==> src/rtl/candidate_buffer.sv <==
// Slot buffer of (data, key) entries with lowest-free allocation, indexed release and a
// registered candidate mask marking valid slots whose key meets the current threshold.
module candidate_buffer #(
    parameter  int BS  = 16,
    parameter  int DW  = 32,
    parameter  int KW  = 8,
    localparam int BSB = $clog2(BS),
    localparam int CW  = $clog2(BS + 1)
) (
    input  logic           clk,
    input  logic           rst,
    input  logic           in_valid,
    output logic           in_ready,
    input  logic [DW-1:0]  in_data,
    input  logic [KW-1:0]  in_key,
    input  logic [KW-1:0]  threshold,
    output logic [BS-1:0]  cand_list,
    input  logic           rel_valid,
    input  logic [BSB-1:0] rel_index,
    output logic           out_valid,
    output logic [DW-1:0]  out_data,
    output logic           rel_err,
    output logic [CW-1:0]  count,
    output logic           full,
    output logic           empty
);

    logic [BS-1:0]  vld_q, vld_d;
    logic [BS-1:0]  cand_q, cand_d;
    logic [CW-1:0]  count_q, count_d;
    logic           out_valid_q;
    logic [DW-1:0]  out_data_q;
    logic           rel_err_q;

    logic [DW-1:0]  data_q [BS];
    logic [KW-1:0]  key_q  [BS];
    logic [KW-1:0]  key_next [BS];

    logic [BSB-1:0] alloc_idx;
    logic           alloc_found;
    logic           wr_acc;
    logic           rel_in_range;
    logic           rel_ok;

    assign full     = (count_q == CW'(BS));
    assign empty    = (count_q == '0);
    assign in_ready = ~full;
    assign wr_acc   = in_valid & in_ready;

    // Lowest free slot; scanning downward lets the last hit (lowest index) win.
    always_comb begin
        // NOTE: every always_comb output gets a default first so no path can infer a latch.
        alloc_idx   = '0;
        alloc_found = 1'b0;
        for (int i = BS - 1; i >= 0; i--) begin
            if (!vld_q[i]) begin
                alloc_idx   = BSB'(i);
                alloc_found = 1'b1;
            end
        end
    end

    always_comb begin
        rel_in_range = (int'(rel_index) < BS);
        rel_ok       = 1'b0;
        if (rel_valid && rel_in_range) begin
            rel_ok = vld_q[rel_index];
        end
    end

    // Allocation draws from the pre-edge free set, so it never collides with the released slot.
    always_comb begin
        vld_d = vld_q;
        if (rel_ok) begin
            vld_d[rel_index] = 1'b0;
        end
        if (wr_acc) begin
            vld_d[alloc_idx] = 1'b1;
        end
    end

    always_comb begin
        cand_d = '0;
        for (int i = 0; i < BS; i++) begin
            key_next[i] = (wr_acc && alloc_idx == BSB'(i)) ? in_key : key_q[i];
            cand_d[i]   = vld_d[i] && (key_next[i] >= threshold);
        end
    end

    assign count_d = count_q + CW'(wr_acc) - CW'(rel_ok);

    always_ff @(posedge clk or posedge rst) begin
        if (rst) begin
            // NOTE: state registers use non-blocking assignments so every flop samples pre-edge values.
            vld_q       <= '0;
            cand_q      <= '0;
            count_q     <= '0;
            out_valid_q <= 1'b0;
            out_data_q  <= '0;
            rel_err_q   <= 1'b0;
        end else begin
            vld_q       <= vld_d;
            cand_q      <= cand_d;
            count_q     <= count_d;
            out_valid_q <= rel_ok;
            rel_err_q   <= rel_valid & ~rel_ok;
            if (rel_ok) begin
                out_data_q <= data_q[rel_index];
            end
        end
    end

    // NOTE: payload/key storage is deliberately not reset; a slot is only read while its vld bit is set.
    always_ff @(posedge clk) begin
        if (wr_acc && !rst) begin
            data_q[alloc_idx] <= in_data;
            key_q[alloc_idx]  <= in_key;
        end
    end

    assign cand_list = cand_q;
    assign out_valid = out_valid_q;
    assign out_data  = out_data_q;
    assign rel_err   = rel_err_q;
    assign count     = count_q;

    a_count_matches_vld: assert property (@(posedge clk) disable iff (rst)
        count_q == CW'($countones(vld_q)));

    a_ready_has_free_slot: assert property (@(posedge clk) disable iff (rst)
        in_ready |-> alloc_found);

endmodule

==> config.mk <==
export PLATFORM = sky130hd
export DESIGN_NAME = candidate_buffer
export DESIGN_NICKNAME = d
export VERILOG_FILES = /design/src/rtl/candidate_buffer.sv
export SDC_FILE = /design/constraint.sdc
export NUM_CORES = 1
export LEC_CHECK = 0
export CAP_MARGIN = 20
export CORE_MARGIN = 8
export CORE_UTILIZATION = 55
export CTS_CLUSTER_SIZE = 24
export DETAILED_ROUTE_END_ITERATION = 12
export PLACE_DENSITY = 0.88
export SLEW_MARGIN = 25
export SYNTH_ARGS = -nofsm -noshare
export SYNTH_HDL_FRONTEND = slang
export SYNTH_SLANG_ARGS = --single-unit
==> constraint.sdc <==
create_clock -name clk -period 4.5 [get_ports clk]
set_input_delay 1.125 -clock clk [delete_from_list [all_inputs] [get_ports clk]]
set_output_delay 1.125 -clock clk [all_outputs]
set_load 0.05 [all_outputs]
Word-level counts from Yosys, hierarchy flattened --
Memory sizes are Yosys's and may differ from the RTL's. A register that Yosys moved wholly into a read port is not among the register bits. Cells that the tools add are included.
Word-level totals: logic and storage cells 133, RAM bits 640, memories kept 2, input bits 56, bits in registers 39, output and inout bits 58
Cells by class: $add $sub $neg 2, reductions and logical operators 38, multiplexer cells 43, equality and inequality tests 16, bitwise operators 7, $lt $le $gt $ge 20
Memory list:
- data_q | depth 16, bits a word 32, rd ports 1, clocked after Yosys merged registers in 1, write ports 1, RTL line 35 | logic [DW-1:0] data_q [BS];
- key_q | depth 16, bits a word 8, rd ports 16, clocked after Yosys merged registers in 0, write ports 1, RTL line 36 | logic [KW-1:0] key_q [BS];
Operators by type and width (number):
- 8-bit greater-or-equal comparator | 16
- 8-bit two-way mux | 16
- 4-bit two-way mux | 16
- 1-bit logical AND | 35
- 4-bit == test, second input constant | 8
- 16-bit two-way mux | 2
- 16-bit AND | 1
- 4-bit by 3-bit == test with 1-bit output, second input constant | 4
- 16-bit inverter | 1
- 16-bit OR | 1
- 4-bit by 5-bit less-than comparator with 1-bit output, second input constant | 2
- 1-bit demux with 4-bit select | 2
- 4-bit by 2-bit == test with 1-bit output, second input constant | 2
- 4-bit by 1-bit greater-or-equal comparator with 1-bit output, second input constant | 2
- 1-bit two-way mux | 6
- 5-bit by 1-bit adder with 5-bit output | 1
- 5-bit == test, second input constant | 1
- 5-bit logical NOT | 1
- 5-bit by 1-bit subtractor with 5-bit output | 1
- 1-bit binary-select mux with 4-bit select | 1
- 4-bit by 1-bit == test with 1-bit output, second input constant | 1
- 4-bit logical NOT | 1
- 1-bit AND | 2
- 1-bit inverter | 2
- 1-bit logical NOT | 1

Depth between registers and ports, before layout --
Gate-level depths: netlist of run 1.
depth after elaboration 23, gate-level depth with buffers 19, gate-level depth less buffers 16

Worst setup path before layout of run 1 --
Ideal clock, no wire load.
path kind flip-flop to flip-flop, start point reg count_q[2] (netlist: count[2]), end point mem data_q[10][0] (enable), buffers on the path 0, period minus slack after synthesis 5.892 ns, arrival 5.405 ns, data required time 4.013 ns, setup time 0.487 ns, slack -1.392 ns, cell stages (with the launch flop) 9, path through dfrtp_1 > inv_1 > ha_1 > nor3b_1 > nand2_1 > inv_1 > nor3b_1 > nand3_1 > nor3_1
On the way: word-level cells in the longest chain between the ends 6
RTL lines:
- start: declaration | RTL line 30 | logic [CW-1:0] count_q, count_d;
- start signal: assignment | RTL line 104 | count_q <= count_d;
- 5-bit == test | RTL line 45 | assign full = (count_q == CW'(BS));
- 1-bit inverter | RTL line 47 | assign in_ready = ~full;
- named net in_ready | RTL line 13 | output logic in_ready,
- 1-bit AND | RTL line 48 | assign wr_acc = in_valid & in_ready;
- 1-bit logical AND | RTL line 115 | if (wr_acc && !rst) begin
- 1-bit two-way mux | RTL line 115
- 1-bit two-way mux (implied by the code) | RTL line 116 | data_q[alloc_idx] <= in_data;
- end: declaration | RTL line 35
The timed path passes the listed nets, and every way through them passes these cells.

Worst setup path in the final report of run 1 --
start point reg vld_q[7], end point reg cand_q[4] (netlist: cand_list[4])
On the way: word-level cells in the longest chain between the ends 15, elaborated cells on any way between the ends 24, classes of those cells 3 x order compare; 1 x eq/ne; 16 x mux; 1 x bitwise; 3 x reduce/logical
RTL lines:
- start: declaration | RTL line 28 | logic [BS-1:0] vld_q, vld_d;
- start signal: assignment | RTL line 102 | vld_q <= vld_d;
- 4-bit two-way mux (8 in series) | RTL line 56 | if (!vld_q[i]) begin
- 4-bit by 5-bit less-than comparator with 1-bit output (implied by the code) or 4-bit by 1-bit greater-or-equal comparator with 1-bit output (tied branches) | RTL line 78 | vld_d[alloc_idx] = 1'b1;
- 1-bit logical AND (implied by the code) | RTL line 78
- 1-bit two-way mux (implied by the code) | RTL line 78
- 1-bit demux with 4-bit select | RTL line 78
- 16-bit OR (no source line)
- 16-bit two-way mux | RTL line 77 | if (wr_acc) begin
- 1-bit logical AND * | RTL line 86 | cand_d[i] = vld_d[i] && (key_next[i] >= threshold);
- named net cand_d[4] | RTL line 29 | logic [BS-1:0] cand_q, cand_d;
- end signal: assignment | RTL line 103 | cand_q <= cand_d;
- end: declaration | RTL line 29
The timed path passes the listed nets; every way through them passes the cells marked *. The select of a mux whose other input is x is not followed.

==> results of run 1 <==
[area by class of cell]
| type | instances | area (sq um) | area share |
|---|---|---|---|
| Multi-Input combinational cell | 759 | 9110 | 0.259 |
| Antenna cell | 1 | 2.50 | 0.0000712 |
| Clock inverter | 31 | 290 | 0.00826 |
| Sequential cell | 711 | 21000 | 0.597 |
| Clock buffer | 99 | 2010 | 0.0571 |
| Inverter | 25 | 97.6 | 0.00278 |
| Tap cell | 704 | 881 | 0.0251 |
| Timing Repair Buffer | 172 | 1750 | 0.0499 |
[layer usage]
metal,vias to the layer above,part of all wire,GRT usage
li1,6767,-,-
met1,8504,0.36,0.311
met2,1087,0.50,0.419
met3,232,0.096,0.0544
met4,6,0.041,0.101
met5,-,0.00044,0
[worst paths after layout]
kind / start / endpoint / slack [ps] / depth (start not counted)
setup / recovery: vld_q[7] / cand_list[4] / 410 / 13
hold / removal: out_data[17] / out_data[17] / 510 / 1
setup reg to reg: vld_q[7] / cand_list[4] / 410 / 13
hold reg to reg: out_data[17] / out_data[17] / 510 / 1
max in group asynchronous: rst / cand_list[0] / 1990 / 3
min in group asynchronous: rst / out_data[24] / 1310 / 2
[where the power goes]
part | leakage [nW] | switching, W | internal [W]
clock network | 1.12 | 0.00258 | 0.00333
logic | 4.50 | 0.00234 | 0.00140
registers | 6.64 | 0.000326 | 0.00778
total | 12.3 | 0.00525 | 0.0125
[per-stage QoR]
stage	hold WS, ps	util
floorplan	517	-
global placement	490	0.600
detailed placement	493	0.600
CTS	517	0.642
global route	532	0.642
finish	511	0.642
[sequential cells by signal (all words and copies together) (netlist names)]
name,count
data_q,512
key_q,128
out_data,32
cand_list,16
vld_q,16
count,5
out_valid,1
rel_err,1
[cells in the final DEF, fill, tap and decap left out, types with 4 or more instances in the layout]
cell / n
nor2b_1: 5
clkinv_2: 10
nand2_1: 33
mux2_2: 137
o21ai_0: 32
ha_1: 134
a21oi_1: 47
inv_1: 24
mux2_4: 7
buf_4: 45
clkinvlp_4: 4
mux4_2: 164
a21o_1: 34
nor2_4: 12
or2_2: 4
nor3_4: 4
clkbuf_8: 7
clkbuf_1: 19
clkinv_1: 9
o21a_1: 13
nor2_1: 11
nand3_1: 21
mux2i_1: 17
dfrtp_1: 71
nand4_1: 7
nand2b_1: 18
buf_12: 15
clkdlybuf4s50_1: 109
edfxtp_1: 640
a211oi_1: 17
clkbuf_16: 74
[kinds of logic (layout without fill, tap and decap cells)]
group,Yosys count,in the layout
compound gates,159,159
xor+xnor,4,4
fa+ha+maj,135,135
buf+inv,83,327
flops,711,711
mux,326,326
other cells,0,1
simple gates,135,135
==> out/results.ini, run 1 <==
[timing]
finalSetupViolations=0
slew_viol_final=0
finClkSkew_ps=30.7
rsz0062_at_grt=false
tns_ps=0
final-hold-violation-count=0
fmax_ghz=0.245
min_period_ps=4090
relSlewSlack=0.333
worst_slew_pin_slew_ps=1000
post-route-period-util=0.908
layout_setup_ws_ps=413

[grt]
grt_usage=0.248
grt-ovfl-total=0
grt_pass1_vias=17648
grt_max_degree=129
antenna_found_initial=3
grt_pass1_wl_mm=115

[synthesis]
synth-xor-area-share=0.00116
ys_seq_elements=711
syn_area_sq_um=30300
synth_fa_ha_area_frac=0.0560
postSynthCellCount=1553
synth_edf_count=640
synth_compound_area_frac=0.0335
yosysMostFrequentCell=edfxtp_1
yosys.area.top_type=edfxtp_1
yosys.area_share.simple=0.0233
syn_area_per_cell_sq_um=19.5
synth_top_area_share=0.634
synthArstFlopShare=0.0999
synth.distinct_cells=54
ys_seq_area_frac=0.693
ys.flop_type=edfxtp_1
synthTopCellsByArea=edfxtp_1 (63%), mux4_2 (12%), dfrtp_1 (5.9%), ha_1 (5.5%), mux2_2 (5.1%)
synth_top_family_by_area=multiplexers
synthesis.nets=1744
synthTopCellsByCount=edfxtp_1 (640), mux4_2 (164), mux2_2 (137)
synthMuxAreaShare=0.182
yosys_warnings=0

[worst_setup_path]
start_kind=flop
path_max_fanout=10
cp_top_family=compound AO/OA/AOI/OAI gates
crit_type=reg -> reg
cp.required_ps=4980
cp.arrival_ps=4570
end_kind=flop
slowest_stage=o221ai_1
cpPeakStageDelay_ps=760
worst-path-buf-inv=1
cp_cell_sequence=nor2b_1 > o21ai_0 > nand4_1 > o221ai_1 > nand2b_1 > buf_4 > mux2_2 > ha_1 > a21o_1 > a211oi_1 > o21ai_0 > a21oi_1 > a21oi_1

[routing]
via_count=16596
drc=0
via_per_inst=6.63
drt-initial-drc-count=1950
antenna_left=0
routed_wirelength_mm=78.0
wl_per_cell_um=31.2
dr.pass1.iters=5

[layout]
fin_area_sq_um=35100
fill_cells=3390
layoutNonFillerInstCount=2502
drive_above_1_share=0.279
nets=1932
synthToLayoutAreaGrowth_pct=15.9

[clock_tree]
cts.path.max_buffers=3
cts_root_buffer=clkbuf_16
clkTransAtPathRegs_ps=60
htreeDepth=3
cts.sinks=711
hold_buffers=0
postCtsSetupRepairBufs=0
numCtsBuffers=72
clk_latency_ps=630
cts-resized-gates=0
cts_tree=built

[placed_design]
place_congestion=0.941
place_ws_ps=300
dpl_cell_area_sq_um=32800
port_buffers=113
post-place-cells=2371
dpl.hpwl_mm=42.1

[die]
die_width_um=251
core-area_sq_um=54800
die-area_sq_um=62900
initial_core_util=0.553
row_count=86
io_pins=114
die_h_um=251

[outcome]
status=complete, no violations

[pwr]
powerDensity_nw_per_um2=505
leakagePower_nw=12.3
peakVddDrop_mv=0.413
power_w=0.0178

[job]
cap_violations=0

[hold_path]
min_path_type=reg -> reg

(Power assumes the default switching activity.)
==> run 2, diff against run 1 <==
--- a/config.mk
+++ b/config.mk
@@ -7,10 +7,11 @@
 export LEC_CHECK = 0
 export CAP_MARGIN = 20
 export CORE_MARGIN = 8
-export CORE_UTILIZATION = 55
+export CORE_UTILIZATION = 57
 export CTS_CLUSTER_SIZE = 24
 export DETAILED_ROUTE_END_ITERATION = 12
-export PLACE_DENSITY = 0.88
+export DONT_BUFFER_PORTS = 1
+export PLACE_DENSITY = 0.87
 export SLEW_MARGIN = 25
 export SYNTH_ARGS = -nofsm -noshare
 export SYNTH_HDL_FRONTEND = slang
==> run 2 against run 1 <==
  * First-iteration DRC count shrank 13%
  * Global-route usage grew 0.39 points
  * Register-to-register slack gained 160 ps
  * Critical path depth is the same
  * Non-clock buffer count shrank 121
  * Sequential power grew 8.4%
  * Routed wire length shrank 2.8%
  * Die area shrank 3.3%
  * Sequential share of layout area grew 2.4 points
  * Flip-flop and latch count is the same
  * Count of clock-buffer cells in the layout shrank 8
  * Clock skew shrank 0.61 ps
==> out/results.ini, run 2 (same netlist as run 1, synthesis figures left out) <==
[placed_design]
post-place-cells=2234  ; -5.8%
dpl_cell_area_sq_um=31600  ; -3.9%
port_buffers=0  ; -100%
place_congestion=0.925  ; -1.7%
dpl.hpwl_mm=39.7  ; -5.7%

[clock_tree]
cts_tree=built
clkTransAtPathRegs_ps=60  ; about the same
cts.path.max_buffers=3  ; unchanged
numCtsBuffers=70  ; -2.8%
clk_latency_ps=610  ; -20 ps
cts-resized-gates=0  ; unchanged
htreeDepth=3  ; unchanged
cts_root_buffer=clkbuf_16
postCtsSetupRepairBufs=0  ; unchanged
hold_buffers=0  ; unchanged
cts.sinks=711  ; unchanged

[routing]
drt-initial-drc-count=1689  ; -13%
routed_wirelength_mm=75.9  ; -2.8%
wl_per_cell_um=32.1  ; +3.0%
via_per_inst=6.72  ; +1.3%
drc=0  ; unchanged
dr.pass1.iters=5  ; unchanged
via_count=15869  ; -4.4%
antenna_left=0  ; unchanged

[timing]
rsz0062_at_grt=false
hold_slack_ps=522  ; +10.9 ps
finClkSkew_ps=30.1  ; -0.613 ps
min_period_ps=3920  ; -163 ps
final-hold-violation-count=0  ; unchanged
worst_slew_pin_slew_ps=976  ; -24.1 ps
relSlewSlack=0.349  ; +0.0161
post-route-period-util=0.872  ; -0.0363
finalSetupViolations=0  ; unchanged
fmax_ghz=0.255  ; +4.2%
slew_viol_final=0  ; unchanged

[layout]
fin_area_sq_um=33800  ; -3.9%
drive_above_1_share=0.295  ; +0.0153
largest_reg_flops=512  ; unchanged
layoutNonFillerInstCount=2361  ; -5.6%
layout_commonest_cell=edfxtp_1
num_antenna_cells=0  ; -1
final_cell_mix=edfxtp_1 (640), mux4_2 (164), mux2_2 (137)
fill_cells=3288  ; -3.0%
nets=1809  ; -6.4%
utilization=0.643  ; +0.00126
synthToLayoutAreaGrowth_pct=11.4
regMostFlops=data_q

[die]
initial_core_util=0.577  ; +0.0234
io_pins=114  ; unchanged
die_h_um=247  ; -1.7%
core-area_sq_um=52600  ; -4.1%
row_count=84  ; -2.3%
die_width_um=247  ; -1.7%
die-area_sq_um=60800  ; -3.3%

[grt]
top_usage_layer=met2
grt_usage=0.252  ; +0.00385
grt_pass1_vias=16837  ; -4.6%
use_met1=0.309  ; -0.00246
grt_pass1_wl_mm=112  ; -3.1%
grt_max_degree=137  ; +6.2%
grt-ovfl-total=0  ; unchanged
use_met2=0.433  ; +0.0148
antenna_found_initial=0  ; -3
use_met3=0.0585  ; +0.00405

[worst_setup_path]
path_max_fanout=10  ; unchanged
rrSetupSlack_ps=580  ; +160 ps
rr_worst_depth=13  ; unchanged
cp.required_ps=4960  ; -20 ps
cp.arrival_ps=4390  ; -180 ps
crit_type=reg -> reg
start_kind=flop
end_kind=flop

[pwr]
leakagePower_nw=11.7  ; -4.4%
peakVddDrop_mv=0.543  ; +32%
powerDensity_nw_per_um2=501  ; -0.82%

[hold_path]
min_path_type=in -> async

[job]
cap_violations=0  ; unchanged

[outcome]
status=complete, no violations

==> run 2: cell count changes in the layout (fill, tap and decap cells not counted), moves of 3 or more <==
cell	delta
clkdlybuf4s50_1	-109
buf_12	-7
clkbuf_1	-5
clkbuf_16	-4
clkinvlp_4	+3
inv_16	-3
==> run 2: stage by stage <==
stage                     worst slack [ps]  power, W  setup TNS (ps)
after floorplan                       -229    0.0104          -36680
after global placement                 656    0.0111               0
after detailed placement               618    0.0113               0
after CTS                              632    0.0170               0
after global routing                   327    0.0174               0
final                                  576    0.0169               0
==> run 2: layer usage <==
layer,wire [um],vias up
met3,7000,200
met1,27200,8220
met2,38900,958
li1,-,6491
met4,2820,0
met5,0,-
==> run 2: path summary, 6_finish.rpt <==
| check | startpoint | endpoint |
|---|---|---|
| max in group asynchronous | rst | cand_list[12] |
| min in group clk | in_data[20] | data_q[3][20] |
| worst max register to register | vld_q[1] | cand_list[6] |
| worst min register to register | vld_q[14] | vld_q[14] |
| worst max-delay path | vld_q[1] | cand_list[6] |
| worst min-delay path | rst | out_data[23] |
==> run 2: area by class of cell <==
type / count / area (sq um) / share of cell area
inverters: 25 / 97.6 / 0.00289
flip-flops and latches: 711 / 21000 / 0.622
clock buffers: 91 / 1900 / 0.0563
repair buffers: 51 / 483 / 0.0143
clock inverters: 36 / 330 / 0.00978
well taps: 688 / 861 / 0.0255
multi-input cells: 759 / 9110 / 0.270
==> run 2: report_power, final <==
part	switching (W)	total (W)	internal (W)
Clock	0.00248	0.00571	0.00323
Combinational	0.00139	0.00244	0.00105
Sequential	0.00102	0.00878	0.00776
==> run 2: worst max-delay path, cell delays in order (launching register included) <==
cell,delay (ps)
dfrtp_1,460
nand2_1,180
nor3_1,380
a221oi_1,190
or4b_1,540
buf_4,220
nor4_4,140
buf_4,240
mux2_2,350
ha_1,300
a21o_1,210
a211oi_1,250
a21oi_1,110
o22a_1,220
==> run 3, diff against run 2 <==
--- a/config.mk
+++ b/config.mk
@@ -8,7 +8,6 @@
 export CAP_MARGIN = 20
 export CORE_MARGIN = 8
 export CORE_UTILIZATION = 57
-export CTS_CLUSTER_SIZE = 24
 export DETAILED_ROUTE_END_ITERATION = 12
 export DONT_BUFFER_PORTS = 1
 export PLACE_DENSITY = 0.87
==> results of run 3 <==
No change in the layout: final DEF, timing and power equal those of run 2.
